[src/rtl/result_writeback_ctrl_pkg.sv]
// result_writeback_ctrl_pkg: write-back FSM states and image/packing geometry helpers
package result_writeback_ctrl_pkg;
  typedef enum logic [2:0] {IDLE, RUN, FLUSH, DRAIN, DONE} wb_state_e;
  function automatic int ppw(input int word, input int pixel);
    return word / pixel;
  endfunction
  function automatic int total_pix(input int out_size);
    return out_size * out_size;
  endfunction
  function automatic int total_words(input int out_size, input int word, input int pixel);
    return (total_pix(out_size) + ppw(word, pixel) - 1) / ppw(word, pixel);
  endfunction
  function automatic int cnt_w(input int n);
    return n < 1 ? 1 : $clog2(n + 1);
  endfunction
endpackage

[src/rtl/wb_sync_fifo.sv]
// wb_sync_fifo: single-clock show-ahead FIFO; a push on a full FIFO is taken only with a same-edge pop
module wb_sync_fifo #(
  parameter int WIDTH = 32,
  parameter int DEPTH = 16
) (
  input  logic             clk,
  input  logic             rst_n,
  input  logic             push,
  input  logic             pop,
  input  logic [WIDTH-1:0] din,
  output logic             full,
  output logic             empty,
  output logic [WIDTH-1:0] dout
);
  localparam int AW = DEPTH > 1 ? $clog2(DEPTH) : 1;
  logic [WIDTH-1:0] mem_q [DEPTH];
  logic [AW-1:0] wr_q, rd_q;
  logic [AW:0] cnt_q;
  logic do_push, do_pop;
  assign full = cnt_q == (AW+1)'(DEPTH);
  assign empty = cnt_q == '0;
  assign dout = mem_q[rd_q];
  assign do_pop = pop && !empty;
  assign do_push = push && (!full || do_pop);
  always_ff @(posedge clk)
    if (do_push) mem_q[wr_q] <= din;
  always_ff @(posedge clk or negedge rst_n) begin
    if (!rst_n) begin
      wr_q <= '0;
      rd_q <= '0;
      cnt_q <= '0;
    end else begin
      wr_q <= wr_q + AW'(do_push);
      rd_q <= rd_q + AW'(do_pop);
      cnt_q <= cnt_q + (AW+1)'(do_push) - (AW+1)'(do_pop);
    end
  end
endmodule

[src/rtl/result_writeback_ctrl.sv]
// result_writeback_ctrl: packs result pixels into words, queues them and writes them to memory
module result_writeback_ctrl
  import result_writeback_ctrl_pkg::*;
#(
  parameter int EADDR = 32,
  parameter int PIXEL = 8,
  parameter int WORD = 32,
  parameter int OUT_SIZE = 508,
  parameter int FIFO_DEPTH = 16,
  parameter logic [EADDR-1:0] BASE_ADDR = '0
) (
  input  logic             clk,
  input  logic             rst_n,
  input  logic             start,
  input  logic             allow,
  input  logic [PIXEL-1:0] pix,
  output logic [EADDR-1:0] E_MEM_ADDR,
  output logic [WORD-1:0]  data_out,
  output logic             we,
  input  logic             mem_ready,
  output logic             busy,
  output logic             overflow,
  output logic             complete
);
  localparam int PPW = ppw(WORD, PIXEL);
  localparam int TOTAL_PIX = total_pix(OUT_SIZE);
  localparam int TOTAL_WORDS = total_words(OUT_SIZE, WORD, PIXEL);
  localparam int PW = cnt_w(TOTAL_PIX);
  localparam int WW = cnt_w(TOTAL_WORDS);
  localparam int LW = PPW > 1 ? $clog2(PPW) : 1;
  wb_state_e state_q;
  logic [PW-1:0] pix_cnt_q;
  logic [LW-1:0] lane_q;
  logic [WORD-1:0] packer_q, merged, push_data, fifo_dout, data_q;
  logic [WW-1:0] word_idx_q;
  logic [EADDR-1:0] addr_q;
  logic overflow_q, we_q, busy_q, complete_q;
  logic accept, word_done, last_pix, push, pop, fire, drop, full, empty;
  assign E_MEM_ADDR = addr_q;
  assign data_out = data_q;
  assign we = we_q;
  assign busy = busy_q;
  assign overflow = overflow_q;
  assign complete = complete_q;
  always_comb begin
    accept = state_q == RUN && allow;
    merged = packer_q | (WORD'(pix) << (lane_q * PIXEL));
    word_done = accept && lane_q == LW'(PPW - 1);
    last_pix = accept && pix_cnt_q == PW'(TOTAL_PIX - 1);
    fire = we_q && mem_ready;
    pop = !empty && (!we_q || mem_ready);
    push = word_done || (state_q == FLUSH && (!full || pop));
    push_data = state_q == FLUSH ? packer_q : merged;
    drop = word_done && full && !pop;
  end
  wb_sync_fifo #(.WIDTH(WORD), .DEPTH(FIFO_DEPTH)) u_fifo (
    .clk(clk), .rst_n(rst_n), .push(push), .pop(pop), .din(push_data),
    .full(full), .empty(empty), .dout(fifo_dout)
  );
  always_ff @(posedge clk or negedge rst_n) begin
    if (!rst_n) begin
      state_q <= IDLE;
      pix_cnt_q <= '0;
      lane_q <= '0;
      packer_q <= '0;
      word_idx_q <= '0;
      overflow_q <= 1'b0;
      busy_q <= 1'b0;
      complete_q <= 1'b0;
    end else if ((state_q == IDLE || state_q == DONE) && start) begin
      state_q <= RUN;
      pix_cnt_q <= '0;
      lane_q <= '0;
      packer_q <= '0;
      word_idx_q <= '0;
      overflow_q <= 1'b0;
      busy_q <= 1'b1;
      complete_q <= 1'b0;
    end else begin
      if (accept) begin
        pix_cnt_q <= pix_cnt_q + 1'b1;
        lane_q <= word_done ? '0 : lane_q + 1'b1;
        packer_q <= word_done ? '0 : merged;
      end
      if (last_pix) state_q <= word_done ? DRAIN : FLUSH;
      if (state_q == FLUSH && push) begin
        state_q <= DRAIN;
        packer_q <= '0;
      end
      // word_idx counts only accepted writes, so a dropped word keeps the frame from completing
      if (state_q == DRAIN && word_idx_q == WW'(TOTAL_WORDS) && empty) begin
        state_q <= DONE;
        busy_q <= 1'b0;
        complete_q <= 1'b1;
      end
      if (drop) overflow_q <= 1'b1;
      if (fire) word_idx_q <= word_idx_q + 1'b1;
    end
  end
  always_ff @(posedge clk or negedge rst_n) begin
    if (!rst_n) begin
      we_q <= 1'b0;
      data_q <= '0;
      addr_q <= '0;
    end else if (pop) begin
      we_q <= 1'b1;
      data_q <= fifo_dout;
      addr_q <= BASE_ADDR + EADDR'(word_idx_q) + EADDR'(fire);
    end else if (fire) begin
      we_q <= 1'b0;
    end
  end
endmodule
[config.mk]
export PLATFORM = sky130hd
export DESIGN_NAME = result_writeback_ctrl
export DESIGN_NICKNAME = d
export VERILOG_FILES = /design/src/rtl/result_writeback_ctrl_pkg.sv /design/src/rtl/wb_sync_fifo.sv /design/src/rtl/result_writeback_ctrl.sv
export SDC_FILE = /design/constraint.sdc
export NUM_CORES = 1
export LEC_CHECK = 0
export CAP_MARGIN = 20
export CORE_MARGIN = 2
export CORE_UTILIZATION = 50
export DETAILED_ROUTE_END_ITERATION = 16
export PLACE_DENSITY = 0.78
export RECOVER_POWER = 100
export REMOVE_ABC_BUFFERS = 1
export SETUP_SLACK_MARGIN = 0.1
export SLEW_MARGIN = 5
export SYNTH_ARGS = -nofsm -noshare
export SYNTH_HDL_FRONTEND = slang
export SYNTH_SLANG_ARGS = --single-unit
export TNS_END_PERCENT = 30
[constraint.sdc]
create_clock -name clk -period 3.8 [get_ports clk]
set_input_delay 0.76 -clock clk [delete_from_list [all_inputs] [get_ports clk]]
set_output_delay 0.76 -clock clk [all_outputs]
set_load 0.01 [all_outputs]
==> impl_metrics.json <==
{
  "status": "complete, but fails checks",
  "violations": "capacitance limit, slew limit",
  "ys.flop_type": "edfxtp_1",
  "drv_slew": 152,
  "yosys-top-cells-count": "edfxtp_1, dfrtp_1, nor2_1",
  "startpoint": "lane_q[1]",
  "post_cts_buffers": 0,
  "final_hold_viol_count": 0,
  "rsz0062_at_grt": "false",
  "synth.top_cell.area_share": 0.585,
  "dieArea_mm2": 0.0544,
  "pwr_density_cell_mw_per_mm2": 602,
  "clk_pin_slew_worst_paths_ns": 0.06,
  "synth_edf_count": 512,
  "ant_nets": 0,
  "yosysSeqAreaShare": 0.716,
  "cts_tree": "yes",
  "crit_fanout": 31,
  "yosysWarnings": 0,
  "grt_start_max_net_pins": 88,
  "worstPathRequired_ns": 4.06,
  "die_w_um": 233,
  "netlist_area_mm2": 0.0263,
  "p_leak_nw": 9.68,
  "yosysMostFrequentCell": "edfxtp_1",
  "antenna_found_initial": 2,
  "fin_crit_ns": 3.35,
  "synth.area.top_cells": "edfxtp_1, dfrtp_1, mux4_1, mux4_2, mux2i_1",
  "htree_num_levels": 2,
  "min_period_over_period": 0.882,
  "root_buffer": "clkbuf_16",
  "drt_iter0_markers": 1545,
  "grt_util_all_layers": 0.222,
  "wl_per_cell_um": 26.4,
  "synth_top_area_cell": "edfxtp_1",
  "cp.arrival_ns": 3.62,
  "numCtsBuffers": 61,
  "drc": 0,
  "core_mm2": 0.0516,
  "die_height_um": 233,
  "final_area_mm2": 0.0297,
  "fin_nets": 1538,
  "place_congestion": 0.806,
  "vias": 13500,
  "start_kind": "flop",
  "hold_class": "flop to flop",
  "cts.path.max_buffers": 3,
  "clk_latency_ns": 0.66,
  "drt-total-wl_um": 59100,
  "syn_area_per_cell_um2": 18.4,
  "grt_pass1_wl_um": 88000,
  "dp_slack_ns": 0.370,
  "cts_hold_buf": 0,
  "worst_pin_slew_ns": 2.44,
  "setup_viol": 0,
  "gr-total-overflow": 0,
  "synth-async-reset-ratio": 0.211,
  "slew_headroom": -0.623,
  "hold_ws_ns": 0.469,
  "post-dp-hpwl_um": 35100,
  "finalClockSkew_ns": 0.0402,
  "max_freq_mhz": 298,
  "first_global_vias": 13700,
  "fin_ws_ns": 0.447,
  "fin_util": 0.575,
  "synthCells": 1429,
  "first_pass_iters": 8,
  "ctsResizeCount": 0,
  "hold_start": "E_MEM_ADDR[0]",
  "ys_ff_latch": 649,
  "cts.sinks": 649,
  "port_buffers": 65,
  "row_count": 83,
  "antenna_cells": 0,
  "end_kind": "flop",
  "area_growth_pct": 13.0,
  "start_util": 0.509,
  "placed_area_mm2": 0.0277,
  "ir_worst_vdd_mv": 0.448,
  "via_per_inst": 6.02,
  "maxCapViolCount": 2,
  "r2r-start": "lane_q[1]",
  "layout-drive-gt1-share": 0.131,
  "synth.distinct_cells": 59,
  "critPathKind": "flop to flop",
  "ios": 81
}
routing by layer:
metal	share of wire	GRT usage
met4	0.035	0.0870
met5	0.00022	0
met2	0.49	0.359
met3	0.079	0.0494
met1	0.39	0.295
state kept, by name, summed over array words and instances (netlist names):
register	flops
packer_q	32
pix_cnt_q	18
busy	1
u_fifo.rd_q	4
word_idx_q	16
E_MEM_ADDR	17
lane_q	2
state_q	3
we	1
data_out	32
overflow	1
u_fifo.cnt_q	5
u_fifo.wr_q	4
u_fifo.mem_q	512
complete	1
path summary, 6_finish.rpt:
| kind | slack (ns) | endpoint | cells after the start |
|---|---|---|---|
| min in group asynchronous | 0.82 | pix_cnt_q[11] | 1 |
| worst max register to register | 0.45 | u_fifo.mem_q[10][15] | 7 |
| worst min-delay path | 0.47 | E_MEM_ADDR[0] | 2 |
| worst max-delay path | 0.45 | u_fifo.mem_q[10][15] | 7 |
| worst min register to register | 0.47 | E_MEM_ADDR[0] | 2 |
| max in group asynchronous | 1.17 | u_fifo.rd_q[3] | 1 |
cells by family (layout without fill, tap and decap cells):
kind of cell | Yosys count | after routing | synth area share
AO/OA/AOI/OAI | 141 | 141 | 0.0362
XOR/XNOR | 48 | 48 | 0.0160
buffers and inverters | 116 | 234 | 0.0321
flip-flops | 649 | 649 | 0.716
multiplexers | 192 | 192 | 0.143
adder cells (fa/ha/maj) | 17 | 17 | 0.00839
other | 1 | 15 | 0.000143
AND/OR/NAND/NOR | 265 | 265 | 0.0481
worst max-delay path, stage by stage (launching register included):
cell,delay (ns)
dfrtp_1,0.57
ha_1,0.30
nand4b_1,0.15
a221oi_2,0.56
nor2b_1,0.27
nand2_1,0.23
nor2_1,0.26
clkbuf_4,0.63
power breakdown:
group	switching, mW	internal (mW)
registers	0.406	7.89
clock network	2.67	3.71
logic	1.67	1.53
total	4.75	13.1
cell type report:
cell class              instances  area [um^2]
repair buffers                 99         1110
fillers                      3626        21900
clock buffers                  75         1650
well taps                     680          851
flip-flops and latches        649        18800
inverters                      19         85.1
multi-input cells             678         6680
clock inverters                41          498
per-stage QoR:
stage	instances	TNS [ns]	total power, mW
3_3_place_gp	2125	0	11.7
3_5_place_dp	2125	0	11.7
4_1_cts	2241	0	18.1
2_1_floorplan	1346	-105.09	10.5
5_1_grt	2241	0	18.5
6_report	2241	0	17.9
layout by cell type, fill, tap and decap left out, types with 13 or more instances in the layout:
cell,instances
clkinv_2,13
xnor2_1,21
buf_12,18
mux2i_1,66
dlygate4sd3_1,54
conb_1,15
xor2_1,27
nand3_1,28
edfxtp_1,512
a21oi_1,41
mux4_2,57
o221ai_1,31
inv_1,18
ha_1,16
o21ai_0,22
nand2_1,80
dfrtp_1,135
clkbuf_16,61
a21o_1,34
nor2_1,87
mux4_1,69
Note: power is estimated with default switching activity, not from simulation.
